==> config.mk <==
export PLATFORM = sky130hd
export DESIGN_NAME = offload_pipe_flat
export DESIGN_NICKNAME = d
export VERILOG_FILES = /design/src/rtl/offload_pipe_if.sv /design/src/rtl/offload_pipe.sv /design/src/flat_wrapper.sv
export SDC_FILE = /design/constraint.sdc
export NUM_CORES = 1
export LEC_CHECK = 0
export BUFFER_PORTS_ARGS = -buffer_cell sky130_fd_sc_hd__buf_2
export CAP_MARGIN = 10
export CORE_AREA = 2 2 471 473
export DETAILED_ROUTE_END_ITERATION = 12
export DIE_AREA = 0 0 473 475
export GPL_TIMING_DRIVEN = 0
export PLACE_DENSITY = 0.46
export SLEW_MARGIN = 20
export SYNTH_ARGS = -nofsm -noshare
export SYNTH_HDL_FRONTEND = slang
export SYNTH_SLANG_ARGS = --single-unit
export TNS_END_PERCENT = 10
==> constraint.sdc <==
create_clock -name clk -period 54.1 [get_ports clk]
set_clock_uncertainty 0.05 [all_clocks]
set_input_delay 10.82 -clock clk [delete_from_list [all_inputs] [get_ports clk]]
set_output_delay 10.82 -clock clk [all_outputs]
set_load 0.02 [all_outputs]
==> src/rtl/offload_pipe_if.sv <==
// -----------------------------------------------------------------------------
// offload_pipe_if
// Carries one AXI-Stream link (valid/ready/data/keep/last) for offload_pipe.
//   master modport : drives tvalid, tdata, tkeep, tlast; samples tready
//   slave modport  : samples tvalid, tdata, tkeep, tlast; drives tready
// Parameter DATA_W sets the data width; tkeep is DATA_W/8 bits wide.
// -----------------------------------------------------------------------------
interface offload_pipe_if #(
    parameter int DATA_W = 512
);
    logic                  tvalid;
    logic                  tready;
    logic [DATA_W-1:0]     tdata;
    logic [DATA_W/8-1:0]   tkeep;
    logic                  tlast;

    modport master (
        output tvalid,
        output tdata,
        output tkeep,
        output tlast,
        input  tready
    );

    modport slave (
        input  tvalid,
        input  tdata,
        input  tkeep,
        input  tlast,
        output tready
    );
endinterface

==> src/rtl/offload_pipe.sv <==
// -----------------------------------------------------------------------------
// offload_pipe
// AXI-Stream offload pipeline. Input beats carry NUM_REGS register slots and a
// magic word in slot MAGIC_SLOT. Good beats pass through a PIPELINE_DEPTH-stage
// register pipeline whose stage 1 runs the kernel r0' = r0 + r1; the output beat
// carries the results, the magic word, tkeep all ones and the input tlast.
// A malformed beat inside a packet is turned into a terminator beat
// (tdata=0, tkeep=0, tlast=1) and the rest of that packet is discarded.
//
// Ports:
//   clk        clock
//   reset_n    synchronous active-low reset
//   bypass     (only with OFFLOAD_BYPASS_EN) stage-1 kernel bypass
//   s_axis     input stream (slave modport)
//   m_axis     output stream (master modport)
//   pkt_count  good packets emitted, saturating
//   err_count  malformed beats seen, saturating
//   dbg        {overflow_sticky, S_DISCARD, S_PACKET, S_IDLE}
//
// Optional feature macro: OFFLOAD_BYPASS_EN adds the bypass input.
// -----------------------------------------------------------------------------
module offload_pipe #(
    parameter int                  DATA_W         = 512,
    parameter int                  REG_SIZE       = 32,
    parameter int                  NUM_REGS       = 14,
    parameter int                  MAGIC_SLOT     = 15,
    parameter int                  PIPELINE_DEPTH = 3,
    parameter logic [REG_SIZE-1:0] PKT_MAGIC      = 32'h0FFA0FFB,
    parameter int                  CNT_W          = 16
) (
    input  logic             clk,
    input  logic             reset_n,
`ifdef OFFLOAD_BYPASS_EN
    input  logic             bypass,
`endif
    offload_pipe_if.slave    s_axis,
    offload_pipe_if.master   m_axis,
    output logic [CNT_W-1:0] pkt_count,
    output logic [CNT_W-1:0] err_count,
    output logic [3:0]       dbg
);

    localparam int KEEP_W = DATA_W / 8;
    localparam int REGS_W = NUM_REGS * REG_SIZE;
    // Stages 0..MID-1 hold register slots; the final stage holds the formatted beat.
    localparam int MID    = PIPELINE_DEPTH - 1;

    // One-hot encoding so the state maps straight onto dbg[2:0].
    typedef enum logic [2:0] {
        S_IDLE    = 3'b001,
        S_PACKET  = 3'b010,
        S_DISCARD = 3'b100
    } state_t;

    function automatic logic [REGS_W-1:0] kernel(input logic [REGS_W-1:0] regs,
                                                 input logic              pass);
        logic [REGS_W-1:0] res;
        res = regs;
        if (!pass) begin
            res[REG_SIZE-1:0] = regs[REG_SIZE-1:0] + regs[2*REG_SIZE-1:REG_SIZE];
        end else begin
            res[REG_SIZE-1:0] = regs[REG_SIZE-1:0];
        end
        return res;
    endfunction

    function automatic logic [DATA_W-1:0] format_beat(input logic [REGS_W-1:0] regs,
                                                      input logic              term);
        logic [DATA_W-1:0] beat;
        beat = {DATA_W{1'b0}};
        if (!term) begin
            beat[REGS_W-1:0]                          = regs;
            beat[MAGIC_SLOT*REG_SIZE +: REG_SIZE]     = PKT_MAGIC;
        end else begin
            beat = {DATA_W{1'b0}};
        end
        return beat;
    endfunction

    // Returns {saturated, next_value}.
    function automatic logic [CNT_W:0] sat_inc(input logic [CNT_W-1:0] cnt);
        logic [CNT_W:0] res;
        if (&cnt) begin
            res = {1'b1, cnt};
        end else begin
            res = {1'b0, cnt + {{(CNT_W-1){1'b0}}, 1'b1}};
        end
        return res;
    endfunction

    state_t              state_r;
    state_t              state_nx_s;
    logic                bypass_s;
    logic                advance_s;
    logic                s_ready_s;
    logic                accept_s;
    logic                good_s;
    logic                load_s;
    logic                load_term_s;
    logic                err_inc_s;
    logic                pkt_inc_s;

    logic [MID-1:0]      valid_r;
    logic [MID-1:0]      last_r;
    logic [MID-1:0]      term_r;
    logic [REGS_W-1:0]   regs_r [0:MID-1];
    logic [REGS_W-1:0]   out_src_s;

    logic                m_valid_r;
    logic                m_last_r;
    logic                m_term_r;
    logic [KEEP_W-1:0]   m_keep_r;
    logic [DATA_W-1:0]   m_data_r;

    logic [CNT_W-1:0]    pkt_count_r;
    logic [CNT_W-1:0]    err_count_r;
    logic [CNT_W-1:0]    pkt_nx_s;
    logic [CNT_W-1:0]    err_nx_s;
    logic                pkt_sat_s;
    logic                err_sat_s;
    logic                ovf_r;

`ifdef OFFLOAD_BYPASS_EN
    assign bypass_s = bypass;
`else
    assign bypass_s = 1'b0;
`endif

    assign advance_s = !m_valid_r || m_axis.tready;
    // Ready is held low while reset is applied; S_DISCARD drains regardless of output.
    assign s_ready_s = reset_n && ((state_r == S_DISCARD) || advance_s);
    assign accept_s  = s_axis.tvalid && s_ready_s;
    assign good_s    = (&s_axis.tkeep) &&
                       (s_axis.tdata[MAGIC_SLOT*REG_SIZE +: REG_SIZE] == PKT_MAGIC);
    assign pkt_inc_s = m_valid_r && m_axis.tready && m_last_r && !m_term_r;

    // Packet FSM: next state and stage-0 load decisions for the accepted beat.
    always_comb begin
        state_nx_s  = state_r;
        load_s      = 1'b0;
        load_term_s = 1'b0;
        err_inc_s   = 1'b0;
        case (state_r)
            S_IDLE: begin
                if (accept_s && good_s) begin
                    load_s     = 1'b1;
                    state_nx_s = s_axis.tlast ? S_IDLE : S_PACKET;
                end else if (accept_s) begin
                    err_inc_s  = 1'b1;
                    state_nx_s = s_axis.tlast ? S_IDLE : S_DISCARD;
                end else begin
                    state_nx_s = S_IDLE;
                end
            end
            S_PACKET: begin
                if (accept_s && good_s) begin
                    load_s     = 1'b1;
                    state_nx_s = s_axis.tlast ? S_IDLE : S_PACKET;
                end else if (accept_s) begin
                    load_s      = 1'b1;
                    load_term_s = 1'b1;
                    err_inc_s   = 1'b1;
                    state_nx_s  = s_axis.tlast ? S_IDLE : S_DISCARD;
                end else begin
                    state_nx_s = S_PACKET;
                end
            end
            S_DISCARD: begin
                if (accept_s && s_axis.tlast) begin
                    state_nx_s = S_IDLE;
                end else begin
                    state_nx_s = S_DISCARD;
                end
            end
            default: begin
                state_nx_s = S_IDLE;
            end
        endcase
    end

    // FSM state register.
    always_ff @(posedge clk) begin
        if (!reset_n) begin
            state_r <= S_IDLE;
        end else begin
            state_r <= state_nx_s;
        end
    end

    // Source for the output stage; with only two stages the kernel runs on the way out.
    always_comb begin
        if (MID == 1) begin
            out_src_s = kernel(regs_r[0], bypass_s);
        end else begin
            out_src_s = regs_r[MID-1];
        end
    end

    // Pipeline control bits: valid/last/term shift together on advance.
    always_ff @(posedge clk) begin
        if (!reset_n) begin
            valid_r   <= {MID{1'b0}};
            last_r    <= {MID{1'b0}};
            term_r    <= {MID{1'b0}};
            m_valid_r <= 1'b0;
            m_last_r  <= 1'b0;
            m_term_r  <= 1'b0;
            m_keep_r  <= {KEEP_W{1'b0}};
        end else if (advance_s) begin
            valid_r[0] <= load_s;
            last_r[0]  <= load_term_s ? 1'b1 : s_axis.tlast;
            term_r[0]  <= load_term_s;
            for (int i = 1; i < MID; i++) begin
                valid_r[i] <= valid_r[i-1];
                last_r[i]  <= last_r[i-1];
                term_r[i]  <= term_r[i-1];
            end
            m_valid_r <= valid_r[MID-1];
            m_last_r  <= last_r[MID-1];
            m_term_r  <= term_r[MID-1];
            m_keep_r  <= (valid_r[MID-1] && !term_r[MID-1]) ? {KEEP_W{1'b1}} : {KEEP_W{1'b0}};
        end
    end

    // Pipeline data path (not reset); the stage 0 -> 1 move applies the kernel.
    always_ff @(posedge clk) begin
        if (advance_s) begin
            regs_r[0] <= s_axis.tdata[REGS_W-1:0];
            for (int i = 1; i < MID; i++) begin
                regs_r[i] <= (i == 1) ? kernel(regs_r[0], bypass_s) : regs_r[i-1];
            end
            m_data_r <= format_beat(out_src_s, term_r[MID-1]);
        end
    end

    // Saturating next values for the status counters.
    always_comb begin
        if (pkt_inc_s) begin
            {pkt_sat_s, pkt_nx_s} = sat_inc(pkt_count_r);
        end else begin
            {pkt_sat_s, pkt_nx_s} = {1'b0, pkt_count_r};
        end
        if (err_inc_s) begin
            {err_sat_s, err_nx_s} = sat_inc(err_count_r);
        end else begin
            {err_sat_s, err_nx_s} = {1'b0, err_count_r};
        end
    end

    // Status counters and overflow sticky bit.
    always_ff @(posedge clk) begin
        if (!reset_n) begin
            pkt_count_r <= {CNT_W{1'b0}};
            err_count_r <= {CNT_W{1'b0}};
            ovf_r       <= 1'b0;
        end else begin
            pkt_count_r <= pkt_nx_s;
            err_count_r <= err_nx_s;
            ovf_r       <= ovf_r || pkt_sat_s || err_sat_s;
        end
    end

    assign s_axis.tready = s_ready_s;
    assign m_axis.tvalid = m_valid_r;
    assign m_axis.tdata  = m_data_r;
    assign m_axis.tkeep  = m_keep_r;
    assign m_axis.tlast  = m_last_r;
    assign pkt_count     = pkt_count_r;
    assign err_count     = err_count_r;
    assign dbg           = {ovf_r, state_r};

endmodule

==> src/flat_wrapper.sv <==
// flat-port wrapper written by rule: the top's interface ports become plain ports
module offload_pipe_flat 
#(
    parameter int                  DATA_W         = 512,
    parameter int                  REG_SIZE       = 32,
    parameter int                  NUM_REGS       = 14,
    parameter int                  MAGIC_SLOT     = 15,
    parameter int                  PIPELINE_DEPTH = 3,
    parameter logic [REG_SIZE-1:0] PKT_MAGIC      = 32'h0FFA0FFB,
    parameter int                  CNT_W          = 16
)
  (clk, reset_n, pkt_count, err_count, dbg, s_axis_tvalid, s_axis_tdata, s_axis_tkeep, s_axis_tlast, s_axis_tready, m_axis_tvalid, m_axis_tdata, m_axis_tkeep, m_axis_tlast, m_axis_tready);
  offload_pipe_if #(.DATA_W(DATA_W)) s_axis_i ();
  offload_pipe_if #(.DATA_W(DATA_W)) m_axis_i ();
  input  logic clk;
  input  logic reset_n;
  output logic [CNT_W-1:0] pkt_count;
  output logic [CNT_W-1:0] err_count;
  output logic [3:0] dbg;
  input wire logic [$bits(s_axis_i.tvalid)-1:0] s_axis_tvalid;
  input wire logic [$bits(s_axis_i.tdata)-1:0] s_axis_tdata;
  input wire logic [$bits(s_axis_i.tkeep)-1:0] s_axis_tkeep;
  input wire logic [$bits(s_axis_i.tlast)-1:0] s_axis_tlast;
  output wire logic [$bits(s_axis_i.tready)-1:0] s_axis_tready;
  output wire logic [$bits(m_axis_i.tvalid)-1:0] m_axis_tvalid;
  output wire logic [$bits(m_axis_i.tdata)-1:0] m_axis_tdata;
  output wire logic [$bits(m_axis_i.tkeep)-1:0] m_axis_tkeep;
  output wire logic [$bits(m_axis_i.tlast)-1:0] m_axis_tlast;
  input wire logic [$bits(m_axis_i.tready)-1:0] m_axis_tready;
  assign s_axis_i.tvalid = s_axis_tvalid;
  assign s_axis_i.tdata = s_axis_tdata;
  assign s_axis_i.tkeep = s_axis_tkeep;
  assign s_axis_i.tlast = s_axis_tlast;
  assign s_axis_tready = s_axis_i.tready;
  assign m_axis_tvalid = m_axis_i.tvalid;
  assign m_axis_tdata = m_axis_i.tdata;
  assign m_axis_tkeep = m_axis_i.tkeep;
  assign m_axis_tlast = m_axis_i.tlast;
  assign m_axis_i.tready = m_axis_tready;
  offload_pipe #(.DATA_W(DATA_W), .REG_SIZE(REG_SIZE), .NUM_REGS(NUM_REGS), .MAGIC_SLOT(MAGIC_SLOT), .PIPELINE_DEPTH(PIPELINE_DEPTH), .PKT_MAGIC(PKT_MAGIC), .CNT_W(CNT_W)) u_core (.clk(clk), .reset_n(reset_n), .s_axis(s_axis_i), .m_axis(m_axis_i), .pkt_count(pkt_count), .err_count(err_count), .dbg(dbg));
endmodule
==> Yosys cells after proc, flatten, opt, wreduce, memory -nomap -nowiden <==
Memories as Yosys holds them, arrays and structs flattened. A register that Yosys moved wholly into a read port is not among the register bits.
Cells that the tools add are included.
{ "totals": {"ff_bits": 141, "ram_bits": 896, "input_bits": 581, "out_inout_bits": 615, "wordCells": 69, "mem_count": 1} }
{ "op_classes": {"addsub": 3, "eq_ne": 4, "mux": 25, "bitwise": 2, "n_reduce_logical": 22} }
{ "memory_table": {"columns": ["name", "depth", "word_bits", "read_ports", "rd_ports_with_merged_regs", "write_ports", "line_no", "rtl"], "rows": [
  ["u_core.regs_r", 2, 448, 2, 1, 2, "offload_pipe.sv:106", "logic [REGS_W-1:0] regs_r [0:MID-1];"]
]} }
{ "ops": {"columns": ["op", "n"], "rows": [
  ["2-to-1 mux 64 bit", 1],
  ["AND reduction 64 bit", 1],
  ["2-to-1 mux 17 bit", 2],
  ["adder 16 x 1 -> 16 bit, second input constant", 2],
  ["adder 32 bit", 1],
  ["== test 32 x 28 -> 1 bit, second input constant", 1],
  ["2-to-1 mux 32 bit", 1],
  ["AND reduction 16 bit", 2],
  ["2-to-1 mux 28 bit", 1],
  ["2-to-1 mux 3 bit", 6],
  ["2-to-1 mux 1 bit", 11],
  ["logical AND 1 bit", 9],
  ["one-hot mux 3 bit (3 select lines)", 1],
  ["logical OR 1 bit", 4],
  ["AND reduction 2 bit", 2],
  ["== test 3 x 1 -> 1 bit, second input constant", 1],
  ["== test 3 x 2 -> 1 bit, second input constant", 1],
  ["== test 3 bit, second input constant", 1],
  ["zero test 1 bit", 3],
  ["2-to-1 mux 2 bit", 1],
  ["NOT 1 bit", 2],
  ["one-hot mux 1 bit (2 select lines)", 1],
  ["OR reduction 2 bit", 1]
]} }

==> Longest topological paths before layout <==
Gate-level depths: netlist of run 1.
{ "logic_depth": {"depth_word": 10, "depth_mapped": 10, "mapped_depth_nobuf": 10} }

==> Worst setup path after synthesis of run 1 <==
OpenSTA, ideal clock, no wires.
{ "synth_timing": {"kind": "input-to-reg", "startpoint": "input port m_axis_tready", "endpoint": "register u_core.last_r[0]", "setup_ps": 400, "arrival_time_ps": 46317, "required_time_ps": 53650, "slack_ps": 7334, "path_stages": 4, "path_buffers": 1, "path_cell_list": "nor2b_1 -> clkbuf_1 -> clkinv_1 -> o221a_2"} }
{ "synth_via": {"elab_chain_len": 8, "elab_cells_between_ends": 9, "cone_classes": "mux (4); reduce/logical (5)"} }
{ "synth_rtl": {"columns": ["element", "line_no", "rtl"], "rows": [
  ["start: declaration", "flat_wrapper.sv:29", "input wire logic [$bits(m_axis_i.tready)-1:0] m_axis_tready;"],
  ["logical OR 1 bit *", "offload_pipe.sv:129", "assign advance_s = !m_valid_r || m_axis.tready;"],
  ["net u_core.advance_s", "offload_pipe.sv:94", "logic advance_s;"],
  ["logical OR 1 bit", "offload_pipe.sv:131", "assign s_ready_s = reset_n && ((state_r == S_DISCARD) || advance_s);"],
  ["logical AND 1 bit", "offload_pipe.sv:131", null],
  ["logical AND 1 bit", "offload_pipe.sv:132", "assign accept_s = s_axis.tvalid && s_ready_s;"],
  ["2-to-1 mux 1 bit / logical AND 1 bit (equally long branches)", "offload_pipe.sv:159, offload_pipe.sv:156", null],
  ["2-to-1 mux 1 bit", "offload_pipe.sv:156", "if (accept_s && good_s) begin"],
  ["2-to-1 mux 1 bit", "offload_pipe.sv:143", "case (state_r)"],
  ["2-to-1 mux 1 bit", "offload_pipe.sv:211", "last_r[0] <= load_term_s ? 1'b1 : s_axis.tlast;"],
  ["end signal: assignment", "offload_pipe.sv:203", "last_r <= {MID{1'b0}};"],
  ["end signal: assignment", "offload_pipe.sv:211", null],
  ["end signal: indexed assignment", "offload_pipe.sv:215", "last_r[i] <= last_r[i-1];"],
  ["end: declaration", "offload_pipe.sv:104", "logic [MID-1:0] last_r;"]
]} }
The timed path passes the listed nets; every way through them passes the cells marked *.
A chain may end at the register's enable or synchronous reset.

==> Final worst setup path of run 1 <==
{ "layout_timing": {"startpoint": "input port m_axis_tready", "endpoint": "output port s_axis_tready"} }
{ "layout_via": {"elab_chain_len": 3} }
{ "layout_rtl": {"columns": ["element", "line_no", "rtl"], "rows": [
  ["logical OR 1 bit", "offload_pipe.sv:129", null],
  ["logical OR 1 bit", "offload_pipe.sv:131", null],
  ["logical AND 1 bit", "offload_pipe.sv:131", null],
  ["end: declaration", "flat_wrapper.sv:24", "output wire logic [$bits(s_axis_i.tready)-1:0] s_axis_tready;"]
]} }
No other way between the ends.

==> results of run 1 <==
[layout by cell type (no fill, tap or decap), drive strengths merged, types with 6 or more instances in the layout]
cell type and instances:
conb 43, nand2 40, nand3 23, nor4 9
a21oi 41, o211ai 6, and2 7, and3 11
inv 22, a21o 10, clkinvlp 7, dfxtp 46
o21ai 18, ha 33, and4 6, o21a 7
diode 26, nor2 54, clkinv 63, clkbuf 255
xnor2 30, bufinv 13, nor2b 451, edfxtp 1345
nor3 11, xor2 19, nand4 37, buf 1269
[layer usage]
layer	vias up	GRT usage	part of all wire
li1	11900	-	-
met1	12700	0.155	0.41
met4	112	0.0343	0.023
met5	-	0	0.0047
met2	998	0.190	0.45
met3	308	0.0626	0.12
[state kept, by name (all words and copies together), names as in the netlist]
register / count
u_core.m_axis.tlast: 1
u_core.ovf_r: 1
u_core.state_r: 3
u_core.regs_r: 896
u_core.m_axis.tkeep: 1
u_core.last_r: 2
u_core.m_axis.tdata: 449
u_core.term_r: 2
u_core.valid_r: 2
u_core.err_count: 16
u_core.m_axis.tvalid: 1
u_core.pkt_count: 16
u_core.m_term_r: 1
[worst max-delay path by stage]
stage | startpoint | end | slack [ns] | depth (start not counted)
floorplan | m_axis_tready | u_core.last_r[0] | 7.33 | 4
global placement | m_axis_tready | u_core.last_r[0] | -9.44 | 5
detailed placement | m_axis_tready | s_axis_tready | 31.19 | 5
CTS | m_axis_tready | s_axis_tready | 31.19 | 5
global route | m_axis_tready | s_axis_tready | 31.06 | 5
finish | m_axis_tready | s_axis_tready | 31.17 | 5
[kinds of logic (layout without fill, tap and decap cells)]
group,after synthesis,in the layout
and+or+nand+nor,673,673
xor gates and xnor gates,49,49
buffers and inverters,204,1629
muxes,4,4
AOI/OAI and AO/OA,121,121
other,1,69
adders and majority gates,34,34
DFF,1391,1391
[per-stage QoR]
step                power (mW)  cells
finish                    2.46   6841
global route              2.55   6819
CTS                       2.50   6815
detailed placement        1.42   6530
global placement          1.42   6510
floorplan                 1.34   2519
[power breakdown]
group	internal (mW)	total, mW	switching (mW)
clock	0.610	1.06	0.454
combinational	0.0505	0.129	0.0789
sequential	1.24	1.26	0.0188
total	1.91	2.46	0.552
[layout make-up]
class | count | area, um^2 | share of cell area
inverters | 14 | 57.6 | 0.000907
flip-flops and latches | 1391 | 41300 | 0.651
diodes | 26 | 65.1 | 0.00102
clock buffers | 194 | 4110 | 0.0647
clock inverters | 91 | 1060 | 0.0167
repair buffers | 1140 | 6140 | 0.0967
well taps | 2871 | 3590 | 0.0566
multi-input cells | 924 | 5940 | 0.0936
plain buffers | 190 | 1210 | 0.0190
[worst max-delay path, delay by kind of cell]
family	cells	cell delay, ns
buf+inv	3	0.82
simple gates	1	0.19
compound gates	1	0.21
[cells in the mapped netlist (all sizes together) (6+ instances only)]
cell	number	area share
edfxtp	1345	0.84
nor2b	451	0.058
buf	129	0.020
clkbuf	61	0.0047
nor2	54	0.0043
dfxtp	46	0.019
a21oi	41	0.0045
nand2	40	0.0031
nand4	37	0.0048
ha	33	0.0085
xnor2	30	0.0054
nand3	23	0.0024
xor2	19	0.0034
o21ai	18	0.0019
inv	13	0.0010
and3	11	0.0014
nor3	11	0.0012
a21o	10	0.0016
nor4	9	0.0012
and2	7	0.00093
o21a	7	0.0013
and4	6	0.0011
o211ai	6	0.0010
==> impl_metrics.yaml, run 1 <==
logic_synthesis:
  synth_compound_area_frac: 0.0179
  ys_seq_area_frac: 0.854
  synth_simple_gate_area_frac: 0.0829
  ys_warn_count: 0
  synth-seq-cells: 1391
  synthXorXnorAreaFrac: 0.00888
  ys_async_sr_fraction: 0
  avgSynthCellArea_um2: 19.5
  synth_flop_cell: "edfxtp_1"
  synth_edf_count: 1345
  synthCells: 2477
  synth_top_family_by_area: "simple AND/OR/NAND/NOR gates"
  synthMuxAreaShare: 0.000828
  syn-cell-area_mm2: 0.0483
  yosys.area_share.adder: 0.00895
  synth.distinct_cells: 71
power_and_ir_drop:
  leakage_nw: 25.1
  peakVddDrop_mv: 0.0284
  powerDensity_mw_per_mm2: 38.7
clock_network:
  htreeDepth: 4
  numCtsBuffers: 159
  cts_tree: "built"
  clk_pin_slew_ns: 0.06
  ctsResizeCount: 0
  cts.sinks: 1391
  cts-root-buf: "clkbuf_16"
  hold_buffers: 0
  post-cts-setup-buffers: 0
  worstSkewPairLatency_ns: 0.79
  clk_path_buf_depth: 3
place:
  portBuffers: 1120
  place_ws_ns: 31.19
  dp_hpwl_um: 110000
  dpl_cell_area_mm2: 0.0583
  gp_congestion: 0.886
worst_setup_path:
  start_kind: "input pin"
  crit_arrival_ns: 12.06
  reg2reg_depth: 9
  path_common_cell: "buf_2"
  reg2reg_to: "u_core.regs_r[1][96]"
  rrSetupSlack_ns: 49.98
  r2r_start: "u_core.m_axis.tvalid"
  crit_required_ns: 43.23
  worstPathMaxFanout: 10
  max_stage_delay_ns: 0.43
  critPathCaptureType: "output port"
  crit_chain: "buf_2 -> nor2b_1 -> clkbuf_1 -> a21oi_1 -> buf_2"
  slowest_stage: "clkbuf_1"
  worstSetupPathType: "input pin to output port"
timing:
  hold_viol: 0
  setup_ws_ns: 31.17
  fin_setup_tns_ns: 0
  rsz0062_at_grt: "false"
  clock.fmax_mhz: 43.6
  fin_crit_sh: 0.424
  worst_slew_pin_slew_ns: 0.942
  timing.hold.ws_ns: 0.336
  report.final.setup_viol: 0
  slew_headroom: 0.372
  period_needed_ns: 22.93
  drv_slew: 0
global_routing:
  antenna_found_initial: 111
  grt_pass1_vias: 25300
  grt_pass1_wl_um: 198000
  grt_max_degree: 87
  gr-usage-all-layers: 0.125
  gr-total-overflow: 0
flow_run:
  maxCapViolCount: 0
floorplanning:
  rows: 172
  core_mm2: 0.219
  fp.dieH_um: 475
  start_util: 0.221
  die_width_um: 473
  top_level_ports: 1196
  dieArea_mm2: 0.225
final_layout:
  drive_gt1_frac: 0.385
  final_nets: 4435
  fin_area_mm2: 0.0635
  final_util: 0.290
  fillers: 22000
  syn_to_final_growth_pct: 31.3
route:
  drc: 0
  vias_per_cell: 3.80
  finalWirelength_um: 146000
  dr.pass1.iters: 5
  dr_total_vias: 26000
  wl_per_cell_um: 21.4
  first_iter_violations: 1912
  ant_nets: 0
worst_hold_path:
  hp-start: "u_core.regs_r[0][362]"
  hold_class: "flop to flop"
  holdPathStages: 0
  worstHoldEndpoint: "u_core.regs_r[1][362]"
status:
  status: "finished clean"
Note: power is estimated with default switching activity, not from simulation.
==> inputs of run 2 (changes only) <==
- clock period: 54.1 -> 21.4 ns (I/O delays scaled with it)
==> run 2 against run 1 <==
- sequential share of layout area up 0.20 points
- die area did not move
- final area is 0.31% lower
- critical path depth unchanged
- critical path type unchanged
- highest routed layer unchanged
==> impl_metrics.yaml, run 2 (synthesis results as in run 1) <==
status:
  status: "finished clean"
worst_setup_path:
  slowest_stage: "clkbuf_1"
  max_stage_delay_ns: 0.65
  crit_required_ns: 17.07
  crit_arrival_ns: 5.79
  crit_chain: "buf_2 -> nor2b_1 -> clkbuf_1 -> a21oi_1 -> buf_2"
  cp_top_family: "buffers and inverters"
  worstPathMaxFanout: 10
  worstSetupPathType: "input pin to output port"
  critPathCaptureType: "output port"
  crit_buf_inv: 3
  path_common_cell: "buf_2"
  start_kind: "input pin"
route:
  wl_met3_um: 19100
  finalWirelength_um: 153000
  wl_per_cell_um: 22.4
  highest_layer: "met5"
  dr.pass1.iters: 5
  drc: 0
  m1WireLength_um: 62200
  dr_total_vias: 26100
  first_iter_violations: 2178
  ant_nets: 0
  dr_wl_met2_um: 68000
  vias_per_cell: 3.82
power_and_ir_drop:
  p_sw_mw: 1.40
  leakage_nw: 25.0
  combPwrFrac: 0.053
  fin_total_pwr_mw: 6.26
  swShare: 0.223
  powerDensity_mw_per_mm2: 99.0
  power.internal_mw: 4.87
  p_clk_frac: 0.438
  peakVddDrop_mv: 0.0634
  seqPwrFrac: 0.510
global_routing:
  grt_max_degree: 209
  grt_pass1_vias: 25100
  antenna_found_initial: 102
  gr-usage-all-layers: 0.130
  gr-total-overflow: 0
  grt_pass1_wl_um: 204000
timing:
  hold_viol: 0
  period_needed_ns: 10.12
  slew_headroom: 0.0996
  report.final.setup_viol: 0
  rsz0062_at_grt: "false"
  clock.fmax_mhz: 98.8
  fin_crit_sh: 0.473
  timing.hold.ws_ns: 0.348
  worst_slew_pin_slew_ns: 1.34
  drv_slew: 0
  fin_setup_tns_ns: 0
clock_network:
  htreeDepth: 4
  cts_tree: "built"
  clk_path_buf_depth: 3
  hold_buffers: 0
  cts.sinks: 1391
  ctsResizeCount: 0
  post-cts-setup-buffers: 0
  cts-root-buf: "clkbuf_16"
  worstSkewPairLatency_ns: 0.76
  clk_pin_slew_ns: 0.06
  numCtsBuffers: 160
worst_hold_path:
  hold_class: "flop to flop"
final_layout:
  fillers: 22100
  largest_reg_flops: 896
  layout_common_cells: "edfxtp_1, buf_2, nor2b_1, clkbuf_16, buf_4"
  final_nets: 4425
  final_common_cell: "edfxtp_1"
  regMostFlops: "u_core.regs_r"
  syn_to_final_growth_pct: 30.9
  final_util: 0.289
  drive_gt1_frac: 0.385
floorplanning:
  fp.dieH_um: 475
  top_level_ports: 1196
  rows: 172
  start_util: 0.221
  die_width_um: 473
  dieArea_mm2: 0.225
  core_mm2: 0.219
place:
  dp_hpwl_um: 116000
  portBuffers: 1120
  gp_congestion: 0.833
flow_run:
  maxCapViolCount: 0
==> run 2: cell count changes in the layout (fill, tap and decap cells not counted), sizes merged <==
cell,before,now
inv,22,20
buf,1269,1258
clkinv,63,67
clkbuf,255,258
diode,26,27
bufinv,13,14
==> run 2: power groups by stage <==
stage	Sequential, mW	Combinational [mW]	Clock, mW
finish	3.19	0.331	2.74
global placement	3.25	0.336	0
CTS	3.20	0.339	2.84
floorplan	3.31	0.0932	0
detailed placement	3.25	0.338	0
global route	3.21	0.357	2.94
==> run 2: path summary, 6_finish.rpt <==
path	end	slack (ns)	from	cells past startpoint
worst max-delay path	s_axis_tready	11.28	m_axis_tready	5
worst min-delay path	u_core.regs_r[1][78]	0.35	u_core.regs_r[0][78]	0
worst max register to register	u_core.m_axis.tdata[265]	17.57	u_core.m_axis.tvalid	5
worst min register to register	u_core.regs_r[1][78]	0.35	u_core.regs_r[0][78]	0
==> run 2: area by class of cell <==
cell class / instances / area (um^2) / area share
Antenna cell: 27 / 67.6 / 0.00107
Buffer: 190 / 1210 / 0.0191
Clock buffer: 197 / 4260 / 0.0673
Clock inverter: 94 / 986 / 0.0156
Inverter: 14 / 78.8 / 0.00125
Multi-Input combinational cell: 924 / 5960 / 0.0941
Sequential cell: 1391 / 41300 / 0.653
Tap cell: 2871 / 3590 / 0.0568
Timing Repair Buffer: 1129 / 5830 / 0.0922
==> run 2: metal layers <==
| metal | up-vias | track usage |
|---|---|---|
| met5 | - | 0 |
| li1 | 11800 | - |
| met2 | 1046 | 0.199 |
| met4 | 102 | 0.0319 |
| met1 | 12900 | 0.160 |
| met3 | 285 | 0.0700 |
==> run 2: through the flow <==
| stage | instance area, um^2 | worst slack, ns | std cells |
|---|---|---|---|
| 6_report | 63300 | 11.28 | 6837 |
| 5_1_grt | 63200 | 11.12 | 6813 |
| 4_1_cts | 63200 | 11.26 | 6810 |
| 3_5_place_dp | 58000 | 11.26 | 6519 |
| 3_3_place_gp | 57700 | 3.29 | 6510 |
| 2_1_floorplan | 48500 | 7.58 | 2519 |
